===== src/rtl/mul_pkg.sv =====
// Shared multiply/divide definitions: stage limits, slot record and overflow check.
// Latency: n/a (package, no logic of its own).
// Backpressure: n/a.
`ifndef REG_SIZE
`define REG_SIZE 32
`endif

package mul_pkg;

   localparam int MUL_MIN_STAGES = 2;
   localparam int MUL_MAX_STAGES = 8;
   // Widest operand the shared overflow check is sized for.
   localparam int MUL_MAX_W      = 64;
   localparam int MUL_DEF_W      = `REG_SIZE;
   localparam int MUL_DEF_TAG_W  = 5;

   // Slot record at the default widths; blocks with other widths mirror this layout.
   typedef struct packed {
      logic                       vld;
      logic                       sgn;
      logic [MUL_DEF_TAG_W-1:0]   dst;
      logic [2*MUL_DEF_W-1:0]     prod;
   } mul_slot_t;

   // Overflow of a 2*w-bit product truncated to w bits. Unsigned: any high bit set.
   // Signed: high half is not a pure sign extension of bit w-1.
   function automatic logic mul_ovf(input logic [2*MUL_MAX_W-1:0] prod,
                                    input int w,
                                    input logic is_signed);
      logic sb;
      logic ovf;
      sb  = 1'b0;
      ovf = 1'b0;
      for (int i = 0; i < MUL_MAX_W; i++) begin
         if (i == w - 1) sb = prod[i];
      end
      for (int i = 0; i < 2*MUL_MAX_W; i++) begin
         if (i >= w && i < 2*w) begin
            if (is_signed ? (prod[i] != sb) : prod[i]) ovf = 1'b1;
         end
      end
      return ovf;
   endfunction

endpackage


===== src/rtl/mul_stage_reg.sv =====
// One pipeline slot: valid bit plus payload, held on stall, valid cleared on flush.
// Latency: 1 cycle.
// Backpressure: stall freezes the slot; flush wins over stall and drops the valid bit.
module mul_stage_reg #(
   parameter int DW = 1
) (
   input  logic          clk,
   input  logic          reset,
   input  logic          stall,
   input  logic          flush,
   input  logic          vld_i,
   input  logic [DW-1:0] dat_i,
   output logic          vld_o,
   output logic [DW-1:0] dat_o
);

   logic          vld_q, vld_d;
   logic [DW-1:0] dat_q, dat_d;

   // Next state: flush kills the entry, stall holds, otherwise take the upstream slot.
   always_comb begin
      vld_d = vld_q;
      dat_d = dat_q;
      if (flush) begin
         vld_d = 1'b0;
      end else if (!stall) begin
         vld_d = vld_i;
         dat_d = dat_i;
      end
   end

   // Slot register; reset also clears payload so the outputs read zero.
   always_ff @(posedge clk) begin
      if (reset) begin
         vld_q <= 1'b0;
         dat_q <= '0;
      end else begin
         vld_q <= vld_d;
         dat_q <= dat_d;
      end
   end

   assign vld_o = vld_q;
   assign dat_o = dat_q;

endmodule


===== src/rtl/mul_pipe.sv =====
// Multi-cycle multiply pipeline (STAGES slots); optional overflow flag under MUL_OVF_EN.
// Latency: STAGES cycles from presentation to out_valid; one op per cycle throughput.
// Backpressure: stall freezes every slot and deasserts in_ready; flush drops all ops.
`ifndef REG_SIZE
`define REG_SIZE 32
`endif

module mul_pipe
   import mul_pkg::*;
#(
   parameter int WIDTH  = `REG_SIZE,
   parameter int STAGES = 5,
   parameter int TAG_W  = 5
) (
   input  logic             clk,
   input  logic             reset,
   input  logic             in_valid,
   output logic             in_ready,
   input  logic [WIDTH-1:0] in_a,
   input  logic [WIDTH-1:0] in_b,
   input  logic             in_signed,
   input  logic [TAG_W-1:0] in_dst,
   input  logic             stall,
   input  logic             flush,
   output logic             out_valid,
   output logic [WIDTH-1:0] out_result,
   output logic             out_zero,
   output logic             out_overflow,
   output logic [TAG_W-1:0] out_dst,
   output logic             busy
);

   if (STAGES < MUL_MIN_STAGES || STAGES > MUL_MAX_STAGES) begin : g_bad_stages
      $error("mul_pipe: STAGES must be within 2..8");
   end
   if (WIDTH < 1 || WIDTH > MUL_MAX_W) begin : g_bad_width
      $error("mul_pipe: WIDTH out of range");
   end

   // Without overflow detection only the low half of the product is ever observed.
`ifdef MUL_OVF_EN
   localparam int PW = 2*WIDTH;
`else
   localparam int PW = WIDTH;
`endif

   typedef struct packed {
      logic             sgn;
      logic [TAG_W-1:0] dst;
      logic [PW-1:0]    prod;
   } slot_dat_t;

   localparam int DW = $bits(slot_dat_t);

   logic [2*WIDTH-1:0] a_ext, b_ext, prod_full;
   slot_dat_t          dat_in;
   logic [STAGES-1:0]  vld_s;
   slot_dat_t          dat_s [STAGES];
   slot_dat_t          last;

   // Extend operands to 2*WIDTH so one unsigned multiply yields the exact product in both modes.
   always_comb begin
      a_ext       = in_signed ? {{WIDTH{in_a[WIDTH-1]}}, in_a} : {{WIDTH{1'b0}}, in_a};
      b_ext       = in_signed ? {{WIDTH{in_b[WIDTH-1]}}, in_b} : {{WIDTH{1'b0}}, in_b};
      prod_full   = a_ext * b_ext;
      dat_in      = '0;
      dat_in.sgn  = in_signed;
      dat_in.dst  = in_dst;
      dat_in.prod = prod_full[PW-1:0];
   end

   for (genvar i = 0; i < STAGES; i++) begin : g_slot
      if (i == 0) begin : g_head
         mul_stage_reg #(.DW(DW)) u_slot (
            .clk   (clk),
            .reset (reset),
            .stall (stall),
            .flush (flush),
            .vld_i (in_valid),
            .dat_i (dat_in),
            .vld_o (vld_s[0]),
            .dat_o (dat_s[0])
         );
      end else begin : g_body
         mul_stage_reg #(.DW(DW)) u_slot (
            .clk   (clk),
            .reset (reset),
            .stall (stall),
            .flush (flush),
            .vld_i (vld_s[i-1]),
            .dat_i (dat_s[i-1]),
            .vld_o (vld_s[i]),
            .dat_o (dat_s[i])
         );
      end
   end

   assign last       = dat_s[STAGES-1];
   assign in_ready   = !stall;
   assign busy       = |vld_s;
   assign out_valid  = vld_s[STAGES-1];
   assign out_result = last.prod[WIDTH-1:0];
   assign out_dst    = last.dst;
   // Flags are qualified by valid so that reset and flushed slots present all-zero outputs.
   assign out_zero   = out_valid && (out_result == '0);

`ifdef MUL_OVF_EN
   assign out_overflow = out_valid &&
                         mul_ovf((2*MUL_MAX_W)'(last.prod), WIDTH, last.sgn);
`else
   logic unused_hi;
   assign unused_hi    = ^{prod_full[2*WIDTH-1:WIDTH], last.sgn};
   assign out_overflow = 1'b0;
`endif

endmodule


===== config.mk =====
export PLATFORM = sky130hd
export DESIGN_NAME = mul_pipe
export DESIGN_NICKNAME = d
export VERILOG_FILES = /design/src/rtl/mul_pkg.sv /design/src/rtl/mul_stage_reg.sv /design/src/rtl/mul_pipe.sv
export SDC_FILE = /design/constraint.sdc
export NUM_CORES = 2
export LEC_CHECK = 0
export CAP_MARGIN = 20
export CORE_MARGIN = 5
export CORE_UTILIZATION = 57
export CTS_CLUSTER_DIAMETER = 40
export DETAILED_ROUTE_END_ITERATION = 10
export PLACE_DENSITY_LB_ADDON = 0.12
export SYNTH_ARGS = -nofsm -noshare
export SYNTH_HDL_FRONTEND = slang
export SYNTH_HIERARCHICAL = 1
export SYNTH_SLANG_ARGS = --single-unit
export TNS_END_PERCENT = 50

===== constraint.sdc =====
create_clock -name clk -period 7.6 [get_ports clk]
set_clock_uncertainty 0.05 [all_clocks]
set_input_delay 1.52 -clock clk [delete_from_list [all_inputs] [get_ports clk]]
set_output_delay 1.52 -clock clk [all_outputs]
set_load 0.02 [all_outputs]

==> run summary <==
IO Port Bufs -> 114
Number of nets in the layout -> 3,375
Startpoint Class -> input port
Mapped Cells -> 2,572
Final critical-path share of the clock period -> 1.054
R2R Setup Slk -> 6610 ps
Inserted Diodes -> 0
Vias -> 18,022
Routability Congestion -> 0.9359
Max stage delay on crit path -> 570 ps
GR Util met1 -> 0.3463
GR Util met3 -> 0.04716
Max FO, Critical Path -> 5
Fin crit period -> 8010 ps
Synthesized area -> 0.02376 mm^2
CP Capture Type -> register
Headroom to the max-slew limit -> 0.2984
Die Height -> 214.2 um
Status -> complete, but fails checks
Later-pin clock latency in the skew report -> 420 ps
Most used cell, CP -> fa_1
I/O Pins -> 117
Hold Path Stages -> 2
WP data arrival -> 8310 ps
Max Fclk -> 124.8 MHz
First-pass GRT wire length -> 99,860 um
Final hold vios -> 0
Clock slew at reported path FFs -> 60 ps
Htree depth -> 4
Failing checks -> negative setup slack
Worst setup path start -> in_b[5]
Worst Hold Class -> register to register
Synth warn -> 6
Area grow syn2layout -> 18.01%
Vias per inst -> 5.441
GR Util met2 -> 0.4545
Largest net degree at the start of global routing -> 239
Crit-path leading delay family -> adder cells
Non-Filler Instances -> 3,312
MaxCap Viol Count -> 0
GRT busiest layer -> met2
Slew Viols, Final -> 0
Root Buffer -> clkbuf_16
Remaining DRCs -> 0
Overall Global Routing Usage -> 0.2668
RR Endpoint -> g_slot[1].g_body.u_slot/dat_o[28]
Endpoints failing setup -> 14
Hold_buf cts -> 0
HP Start -> g_slot[3].g_body.u_slot/dat_o[36]
DP Area -> 0.02658 mm^2
Gr ovfl total -> 0
Worst Hold Path EP -> g_slot[3].g_body.u_slot/dat_o[36]
Inst Count DP -> 3,246
Initial Util -> 0.5794
Drt wl/cell -> 18.11 um
First drt pass iteration count -> 5
Final ANT Viol Nets -> 0
Die area -> 0.04588 mm^2
TritonCTS clock tree -> built
Worst Tran Pin Value -> 1043 ps
Finished Cell Area -> 0.02804 mm^2
Unrepaired setup endpoints after global routing -> true
Final worst slack -> -410.5 ps
Dpl ws -> -1324 ps
Clk sinks -> 190
Die span in x -> 214.2 um
Clock buffer depth -> 2
Worst R2R Path Depth -> 2
FF-to-FF Start -> g_slot[0].g_head.u_slot/dat_o[28]
WP data required -> 7900 ps
Vias in the first global route -> 19,526
Row cnt -> 74
CP max stage cell -> fa_2
Cts bufs inserted -> 17
Antenna violations before repair -> 1
Total Wirelength -> 59,980 um
Critical setup path kind -> input port to register
Layout cells sized above 1 -> 0.1439
Initial DRC Count -> 1,195
Syn_nets -> 3,178
Core Area -> 0.04102 mm^2
CP Buf/Inv Count -> 7
Final HPWL DP -> 46,280 um
Syn_area_per_cell -> 9.240 um^2
-- tightest hold or removal path, delay by kind of cell, from the launching register on --
kind	cells	cell delay, ps
DFF	1	300
AOI/OAI and AO/OA	2	120
-- timing repair --
action | 4_1_cts | 5_1_grt
pin swaps | 87 | 34
gates cloned | 6 | 1
endpoints found under the setup margin | 19 | 18
gates resized for setup | 176 | 52
setup buffers | 27 | 6
-- worst max-delay path by stage --
| stage | endpoint | depth (start not counted) |
|---|---|---|
| floorplan | g_slot[0].g_head.u_slot/dat_o[31] | 23 |
| global placement | g_slot[0].g_head.u_slot/dat_o[31] | 22 |
| detailed placement | g_slot[0].g_head.u_slot/dat_o[31] | 22 |
| CTS | g_slot[0].g_head.u_slot/dat_o[29] | 26 |
| global route | g_slot[0].g_head.u_slot/dat_o[29] | 23 |
| finish | g_slot[0].g_head.u_slot/dat_o[29] | 26 |
-- cells in the final DEF, fill, tap and decap left out, types with 8 or more instances in the layout --
cell / count
a21o_1: 8
a21oi_1: 196
a21oi_2: 13
and2_1: 354
and2_4: 10
buf_12: 25
buf_2: 9
buf_4: 199
buf_6: 19
clkbuf_16: 18
clkdlybuf4s15_2: 8
clkdlybuf4s50_1: 75
dfxtp_1: 190
dlygate4sd2_1: 11
fa_1: 388
fa_2: 20
ha_1: 104
ha_4: 18
inv_1: 356
nand2_1: 173
nor2_1: 9
nor3_1: 9
o21ai_0: 44
o21ai_1: 153
or3b_1: 185
xnor2_1: 66
xor2_1: 18
-- registers in the layout, summed over array words and instances, names as in the netlist --
name and cells:
g_slot.g_head.u_slot/dat_o 37, g_slot.g_body.u_slot/vld_o 4, g_slot.g_body.u_slot/dat_o 148, g_slot.g_head.u_slot/vld_o 1
-- area by class of cell --
class / instances / area, um^2
multi-input cells: 1839 / 18170
fillers: 3306 / 12970
flip-flops and latches: 190 / 3804
repair buffers: 359 / 3443
inverters: 362 / 1361
well taps: 532 / 665.6
clock buffers: 24 / 491.7
clock inverters: 6 / 107.6
-- metal layers --
metal / vias to the layer above / part of all wire
li1: 8513 / -
met2: 431 / 0.49
met3: 125 / 0.054
met1: 8951 / 0.41
met5: - / 0.00013
met4: 2 / 0.039
-- through the flow --
step / hold slack [ps] / TNS, ps / util
6_report: 419.3 / -3491 / 0.6837
5_1_grt: 438.8 / -6649 / 0.6837
4_1_cts: 420.1 / -3581 / 0.6797
3_5_place_dp: 411.3 / -19770 / 0.6481
3_3_place_gp: 404.6 / -18220 / 0.6481
2_1_floorplan: 397.9 / -1460 / -
Power is not shown: default switching activity piles up to over one toggle a cycle in this logic, so the estimate is an artifact.
